`config.mk`:
```
export PLATFORM = sky130hd
export DESIGN_NAME = controlador_botoes
export DESIGN_NICKNAME = d
export VERILOG_FILES = /design/src/rtl/controlador_botoes.sv
export SDC_FILE = /design/constraint.sdc
export NUM_CORES = 1
export LEC_CHECK = 0
export ABC_CLOCK_PERIOD_IN_PS = 2900
export BUFFER_PORTS_ARGS = -buffer_cell sky130_fd_sc_hd__buf_2
export CORE_ASPECT_RATIO = 2
export CORE_UTILIZATION = 62
export DETAILED_ROUTE_END_ITERATION = 6
export PLACE_DENSITY_LB_ADDON = 0.15
export SLEW_MARGIN = 40
export SYNTH_ARGS = -nofsm -noshare
export SYNTH_HDL_FRONTEND = slang
export SYNTH_SLANG_ARGS = --single-unit
```
`constraint.sdc`:
```
create_clock -name clk -period 2.9 [get_ports clk]
set_clock_uncertainty 0.05 [all_clocks]
set_input_delay 0.29 -clock clk [delete_from_list [all_inputs] [get_ports clk]]
set_output_delay 0.29 -clock clk [all_outputs]
set_load 0.02 [all_outputs]
```
`src/rtl/controlador_botoes.sv`:
```
// controlador_botoes: multi-channel push-button front end.
//
// Each channel synchronises an asynchronous active-low button pin, debounces it and derives
// single-cycle press / release / long-press (hold) / auto-repeat event pulses.
//
// Parameters:
//   N             number of independent channels (>= 1)
//   DEB_CYCLES    consecutive disagreeing samples needed to accept a new level (>= 2)
//   HOLD_CYCLES   cycles from press_pulse to hold_pulse (>= 1)
//   REPEAT_CYCLES auto-repeat period after hold_pulse; 0 disables repeat
//
// Ports:
//   clk           system clock, rising edge
//   rst_n         asynchronous active-low reset
//   b_in          raw button pins, active-low (0 = pressed)
//   pressed       debounced level, 1 = pressed
//   press_pulse   one-cycle pulse on an accepted press
//   release_pulse one-cycle pulse on an accepted release
//   hold_pulse    one-cycle pulse after HOLD_CYCLES of continuous press
//   rep_pulse     one-cycle auto-repeat pulses while held past hold
module controlador_botoes #(
   parameter int unsigned N             = 4,
   parameter int unsigned DEB_CYCLES    = 16,
   parameter int unsigned HOLD_CYCLES   = 25_000_000,
   parameter int unsigned REPEAT_CYCLES = 5_000_000
) (
   input  logic         clk,
   input  logic         rst_n,
   input  logic [N-1:0] b_in,
   output logic [N-1:0] pressed,
   output logic [N-1:0] press_pulse,
   output logic [N-1:0] release_pulse,
   output logic [N-1:0] hold_pulse,
   output logic [N-1:0] rep_pulse
);

   localparam int unsigned DW   = $clog2(DEB_CYCLES);
   localparam int unsigned HMAX = (HOLD_CYCLES > REPEAT_CYCLES) ? HOLD_CYCLES : REPEAT_CYCLES;
   localparam int unsigned HW   = $clog2(HMAX + 1);

   localparam logic [DW-1:0] DEB_LAST  = DW'(DEB_CYCLES - 1);
   localparam logic [HW-1:0] HOLD_LAST = HW'(HOLD_CYCLES - 1);
   // Only meaningful when REPEAT_CYCLES > 0; the repeat branch is disabled otherwise.
   localparam logic [HW-1:0] REP_LAST  = HW'(REPEAT_CYCLES - 1);

   typedef enum logic {PhWaitHold, PhRepeat} phase_e;

   for (genvar g = 0; g < N; g++) begin : g_chan
      logic          sync1_q;
      logic          sync2_q;
      logic          raw;
      logic          accept;
      logic [DW-1:0] deb_cnt_q;
      logic [HW-1:0] hold_cnt_q;
      phase_e        phase_q;
      logic          pressed_q;
      logic          press_q;
      logic          release_q;
      logic          hold_q;
      logic          rep_q;

      assign raw    = ~sync2_q;
      // New level accepted on this edge.
      assign accept = (raw != pressed_q) && (deb_cnt_q == DEB_LAST);

      always_ff @(posedge clk or negedge rst_n) begin
         if (!rst_n) begin
            sync1_q    <= 1'b1;
            sync2_q    <= 1'b1;
            deb_cnt_q  <= '0;
            hold_cnt_q <= '0;
            phase_q    <= PhWaitHold;
            pressed_q  <= 1'b0;
            press_q    <= 1'b0;
            release_q  <= 1'b0;
            hold_q     <= 1'b0;
            rep_q      <= 1'b0;
         end else begin
            sync1_q   <= b_in[g];
            sync2_q   <= sync1_q;
            press_q   <= 1'b0;
            release_q <= 1'b0;
            hold_q    <= 1'b0;
            rep_q     <= 1'b0;

            // Debounce: any agreeing sample restarts the count.
            if (raw == pressed_q) begin
               deb_cnt_q <= '0;
            end else if (accept) begin
               deb_cnt_q <= '0;
               pressed_q <= raw;
               press_q   <= raw;
               release_q <= ~raw;
            end else begin
               deb_cnt_q <= deb_cnt_q + DW'(1);
            end

            // Hold / repeat; a release accepted on this edge overrides any expiring count.
            if (!pressed_q || accept) begin
               hold_cnt_q <= '0;
               phase_q    <= PhWaitHold;
            end else if (phase_q == PhWaitHold) begin
               if (hold_cnt_q == HOLD_LAST) begin
                  hold_q     <= 1'b1;
                  hold_cnt_q <= '0;
                  phase_q    <= PhRepeat;
               end else begin
                  hold_cnt_q <= hold_cnt_q + HW'(1);
               end
            end else if (REPEAT_CYCLES != 0) begin
               if (hold_cnt_q == REP_LAST) begin
                  rep_q      <= 1'b1;
                  hold_cnt_q <= '0;
               end else begin
                  hold_cnt_q <= hold_cnt_q + HW'(1);
               end
            end else begin
               hold_cnt_q <= '0;
            end
         end
      end

      assign pressed[g]       = pressed_q;
      assign press_pulse[g]   = press_q;
      assign release_pulse[g] = release_q;
      assign hold_pulse[g]    = hold_q;
      assign rep_pulse[g]     = rep_q;
   end

endmodule
```
==> PnR_summary.wiki <==
{| class="wikitable"
! Metric !! Value
|-
| Power per cell area || 563 mW/mm^2
|-
| FF-to-FF End || g_chan[3].hold_cnt_q[3]
|-
| Fin cells || 872
|-
| Hold path startpoint || g_chan[1].sync1_q
|-
| Row Count || 54
|-
| Clock tree from TritonCTS || built
|-
| First-pass GRT wire length || 23200 um
|-
| Vias in the first global route || 5141
|-
| Result of the run || finished clean
|-
| Achievable Freq || 0.390 GHz
|-
| Synthesized area per cell || 10.1 um^2
|-
| Sw Share || 21.6%
|-
| Critical Setup Path Class || flop to flop
|-
| CTS clock-pin slew for the worst setup and hold paths || 0.06 ns
|-
| Class of the most critical hold timing path || flop to flop
|-
| Detail Placement HPWL || 9050 um
|-
| Effective utilization at floorplan || 63.8%
|-
| Post-synth top flop || sky130_fd_sc_hd__dfrtp_1
|-
| Global-route total usage across every layer || 25.5%
|-
| Count of max-cap constraint violations || 0
|-
| Setup Buffers After CTS || 0
|-
| Overflow left after global routing || 0
|-
| Htree depth || 4
|-
| Data arrival time of the critical path || 2.80 ns
|-
| Cell with the biggest individual delay on the critical path || sky130_fd_sc_hd__or4_4
|-
| Per-cell via count in the routed design || 5.75
|-
| Psw || 0.000946 W
|-
| Hold EP || g_chan[1].sync2_q
|-
| Overall via count from detail_route || 5010
|-
| Mapped Cells || 689
|-
| Worst voltage drop across the vdd grid || 557 uV
|-
| Number of cells on the worst reg-to-reg path || 5
|-
| Count of different cell masters after synthesis || 41
|-
| Num ports || 26
|-
| Delay of the slowest critical-path stage || 0.55 ns
|-
| Max_slew headroom || 45.6%
|-
| Most numerous cell on the critical path || sky130_fd_sc_hd__or4_4
|-
| Count of nets after finishing || 733
|-
| Top cell family by delay on the critical path || simple AND/OR/NAND/NOR gates
|-
| Post-synth ARST share || 100%
|-
| DR pass1 iterations || 4
|-
| Routed WL || 13300 um
|-
| Placer's final routability congestion estimate || 0.858
|-
| Remaining antenna violation count after routing || 0
|-
| Inserted Diodes || 0
|-
| Fraction of the yosys area taken by sequential cells || 53.5%
|-
| Crit Path Max Fanout || 25
|-
| Final period utilization || 88.5%
|-
| Crit path time final || 2.57 ns
|-
| Instance count along the most critical hold path || 0
|-
| Slew Limit Fails || 0
|-
| Starting DRC count in detailed routing || 244
|-
| Worst Setup End Kind || flop
|-
| DR DRC count || 0
|-
| Post-placement cell count || 835
|-
| Synth Net Count || 703
|-
| Actual slew at the worst max-slew pin || 0.809 ns
|-
| Post-synthesis instance area || 0.00694 mm^2
|-
| Crit path depth || 5
|-
| Core Box Area || 0.0109 mm^2
|-
| Number of enable flip-flop cells after synthesis || 0
|-
| TritonCTS buffer count || 17
|-
| P&R area growth vs syn || 12.2%
|-
| Mean routed wirelength per cell || 15.3 um
|-
| Hold buffer count at CTS || 5
|-
| Worst skew pair latency || 0.41 ns
|-
| Buffering stage count on the worst path with inverters included || 0
|-
| Number of antenna violations at the first check in global routing || 0
|-
| Endpoint required time on the critical path || 3.13 ns
|-
| Internal cell power || 0.00344 W
|-
| Pin count of the biggest net entering global routing || 94
|-
| #FFs+latches synth || 148
|-
| Root buffer cell || sky130_fd_sc_hd__clkbuf_16
|-
| Floorplan die width || 76.8 um
|-
| Sinks on the clock net || 148
|-
| Startpoint of the lowest-slack register-to-register path || g_chan[3].hold_cnt_q[7]
|-
| Endpoints failing hold || 0
|-
| Endpoints failing setup || 0
|-
| Die Footprint || 0.0117 mm^2
|-
| Fraction of layout instances using a drive strength above 1 || 11.5%
|-
| Clock Tree Buf Depth || 2
|-
| Setup crit start kind || flop
|-
| Worst reg-to-reg setup slack || 0.33 ns
|-
| Die extent in y || 152 um
|-
| Part of the total power dissipated in sequential elements || 48.0%
|-
| Count of buffers from port buffering || 25
|-
| Combinational group share of total power || 2.0%
|-
| RSZ-0062 raised after global routing || no
|-
| CTS-repair resized insts || 0
|-
| Clk network pwr share || 50.0%
|-
| Total number of yosys warnings || 0
|-
| Crit path cell chain || or4b_1 > or4_4 > or4_4 > nand4_4 > nor2_1
|-
| Final setup TNS || 0 ns
|-
| Static leakage || 3.26 nW
|}
## stage by stage
step | cell area, um^2 | setup slack (ns) | total power, W | hold slack [ns] | util [%]
floorplan | 6940 | 0.485 | 0.00217 | -0.0556 | -
global placement | 7140 | 0.390 | 0.00222 | 0.296 | 65.6
detailed placement | 7140 | 0.349 | 0.00223 | 0.299 | 65.6
CTS | 7790 | 0.318 | 0.00443 | 0.308 | 71.6
global route | 7790 | 0.262 | 0.00454 | 0.314 | 71.6
finish | 7790 | 0.334 | 0.00439 | 0.307 | 71.6
## flip-flops by register name, indices dropped and copies added (netlist names)
name,cells
g_chan.press_q,4
g_chan.pressed_q,4
g_chan.sync2_q,4
g_chan.deb_cnt_q,16
g_chan.hold_q,4
g_chan.rep_q,4
g_chan.hold_cnt_q,100
g_chan.release_q,4
g_chan.sync1_q,4
g_chan.phase_q,4
## worst register-to-register path, delay by kind of cell (launching register included)
kind | cells | cell delay, ns
and+or+nand+nor | 5 | 1.97
DFF | 1 | 0.41
## how the worst max path moves through the flow
stage	startpoint	endpoint	slack, ns
final	g_chan[3].hold_cnt_q[7]	g_chan[3].hold_cnt_q[3]	0.33
after detailed placement	g_chan[3].hold_cnt_q[7]	g_chan[3].hold_cnt_q[17]	0.35
after floorplan	g_chan[3].hold_cnt_q[7]	g_chan[3].hold_cnt_q[10]	0.48
after CTS	g_chan[3].hold_cnt_q[7]	g_chan[3].hold_cnt_q[3]	0.32
after global routing	g_chan[3].hold_cnt_q[7]	g_chan[3].hold_cnt_q[3]	0.26
after global placement	g_chan[3].hold_cnt_q[7]	g_chan[3].hold_cnt_q[16]	0.39
## power by group through the flow
stage	registers, W	clock network [W]	logic, W
after floorplan	0.00214	0	0.0000295
after global placement	0.00214	0	0.0000800
after detailed placement	0.00214	0	0.0000840
after CTS	0.00211	0.00223	0.0000904
after global routing	0.00211	0.00233	0.000104
final	0.00211	0.00219	0.0000865
## cells in the mapped netlist (2+ instances only)
library cell | instances | share of area (%)
sky130_fd_sc_hd__nor4b_1 | 4 | 0.50
sky130_fd_sc_hd__xor2_1 | 71 | 9.0
sky130_fd_sc_hd__or4b_1 | 2 | 0.29
sky130_fd_sc_hd__xnor2_1 | 28 | 3.5
sky130_fd_sc_hd__nand3_1 | 50 | 3.6
sky130_fd_sc_hd__nand4bb_1 | 3 | 0.49
sky130_fd_sc_hd__inv_1 | 17 | 0.92
sky130_fd_sc_hd__nand4b_1 | 6 | 0.76
sky130_fd_sc_hd__nand4_1 | 34 | 3.1
sky130_fd_sc_hd__nor3_1 | 18 | 1.3
sky130_fd_sc_hd__and2_1 | 4 | 0.36
sky130_fd_sc_hd__nor2b_1 | 2 | 0.18
sky130_fd_sc_hd__clkbuf_1 | 10 | 0.54
sky130_fd_sc_hd__dfrtp_1 | 140 | 50
sky130_fd_sc_hd__or4_4 | 2 | 0.32
sky130_fd_sc_hd__buf_4 | 20 | 2.2
sky130_fd_sc_hd__ha_1 | 8 | 1.4
sky130_fd_sc_hd__and3_1 | 19 | 1.7
sky130_fd_sc_hd__dfstp_2 | 8 | 3.0
sky130_fd_sc_hd__nor2_1 | 134 | 7.2
sky130_fd_sc_hd__and4_1 | 6 | 0.76
sky130_fd_sc_hd__or4_1 | 3 | 0.32
sky130_fd_sc_hd__o21ai_0 | 4 | 0.29
sky130_fd_sc_hd__nand2_1 | 44 | 2.4
sky130_fd_sc_hd__buf_6 | 2 | 0.32
sky130_fd_sc_hd__or2_2 | 2 | 0.18
sky130_fd_sc_hd__or3_1 | 5 | 0.45
sky130_fd_sc_hd__nor4_1 | 14 | 1.3
sky130_fd_sc_hd__a21o_1 | 5 | 0.54
sky130_fd_sc_hd__a21oi_1 | 10 | 0.72
sky130_fd_sc_hd__nor3b_1 | 4 | 0.43
## layout make-up
cell class	instances	area [um^2]
Timing Repair Buffer	43	282
Clock inverter	13	146
Multi-Input combinational cell	492	2960
Sequential cell	148	3710
Tap cell	140	175
Clock buffer	19	453
Inverter	17	63.8
Fill cell	795	3090
## routing by layer
metal | vias up | share of wire, % | routed length (um) | GRT usage (%)
li1 | 2407 | - | - | -
met1 | 2485 | 38 | 5120 | 27.8
met2 | 92 | 57 | 7580 | 46.9
met3 | 26 | 2.5 | 328 | 4.79
met4 | 0 | 2.3 | 303 | 12.8
met5 | - | 0 | 0 | 0
## cells in the final DEF (no fill, tap or decap), types with 2 or more instances in the layout
master | synthesis | final
sky130_fd_sc_hd__dfrtp_1 | 140 | 140
sky130_fd_sc_hd__nor2_1 | 134 | 134
sky130_fd_sc_hd__xor2_1 | 71 | 71
sky130_fd_sc_hd__nand3_1 | 50 | 50
sky130_fd_sc_hd__nand2_1 | 44 | 44
sky130_fd_sc_hd__nand4_1 | 34 | 34
sky130_fd_sc_hd__xnor2_1 | 28 | 28
sky130_fd_sc_hd__buf_2 | 0 | 24
sky130_fd_sc_hd__and3_1 | 19 | 19
sky130_fd_sc_hd__nor3_1 | 18 | 18
sky130_fd_sc_hd__inv_1 | 17 | 17
sky130_fd_sc_hd__clkbuf_16 | 0 | 17
sky130_fd_sc_hd__nor4_1 | 14 | 14
sky130_fd_sc_hd__buf_4 | 20 | 13
sky130_fd_sc_hd__a21oi_1 | 10 | 10
sky130_fd_sc_hd__ha_1 | 8 | 8
sky130_fd_sc_hd__dfstp_2 | 8 | 8
sky130_fd_sc_hd__and4_1 | 6 | 6
sky130_fd_sc_hd__nand4b_1 | 6 | 6
sky130_fd_sc_hd__or3_1 | 5 | 5
sky130_fd_sc_hd__a21o_1 | 5 | 5
sky130_fd_sc_hd__clkinvlp_4 | 0 | 5
sky130_fd_sc_hd__dlygate4sd3_1 | 0 | 5
sky130_fd_sc_hd__nor4b_1 | 4 | 4
sky130_fd_sc_hd__o21ai_0 | 4 | 4
sky130_fd_sc_hd__and2_1 | 4 | 4
sky130_fd_sc_hd__nor3b_1 | 4 | 4
sky130_fd_sc_hd__inv_6 | 0 | 4
sky130_fd_sc_hd__nand4bb_1 | 3 | 3
sky130_fd_sc_hd__or4_1 | 3 | 3
sky130_fd_sc_hd__clkbuf_8 | 0 | 3
sky130_fd_sc_hd__or2_2 | 2 | 2
sky130_fd_sc_hd__or4b_1 | 2 | 2
sky130_fd_sc_hd__or4_4 | 2 | 2
sky130_fd_sc_hd__nor2b_1 | 2 | 2
sky130_fd_sc_hd__bufinv_16 | 0 | 2
## cells by family (layout without fill, tap and decap cells)
group           Yosys count  after routing  synth area share, %
simple gates            361            361                 26.5
flops                   148            148                 53.5
xor+xnor                 99             99                 12.5
buf+inv                  49             92                 3.95
compound gates           24             24                 2.09
fa+ha+maj                 8              8                 1.44
Power figures use the tool's default switching activity.
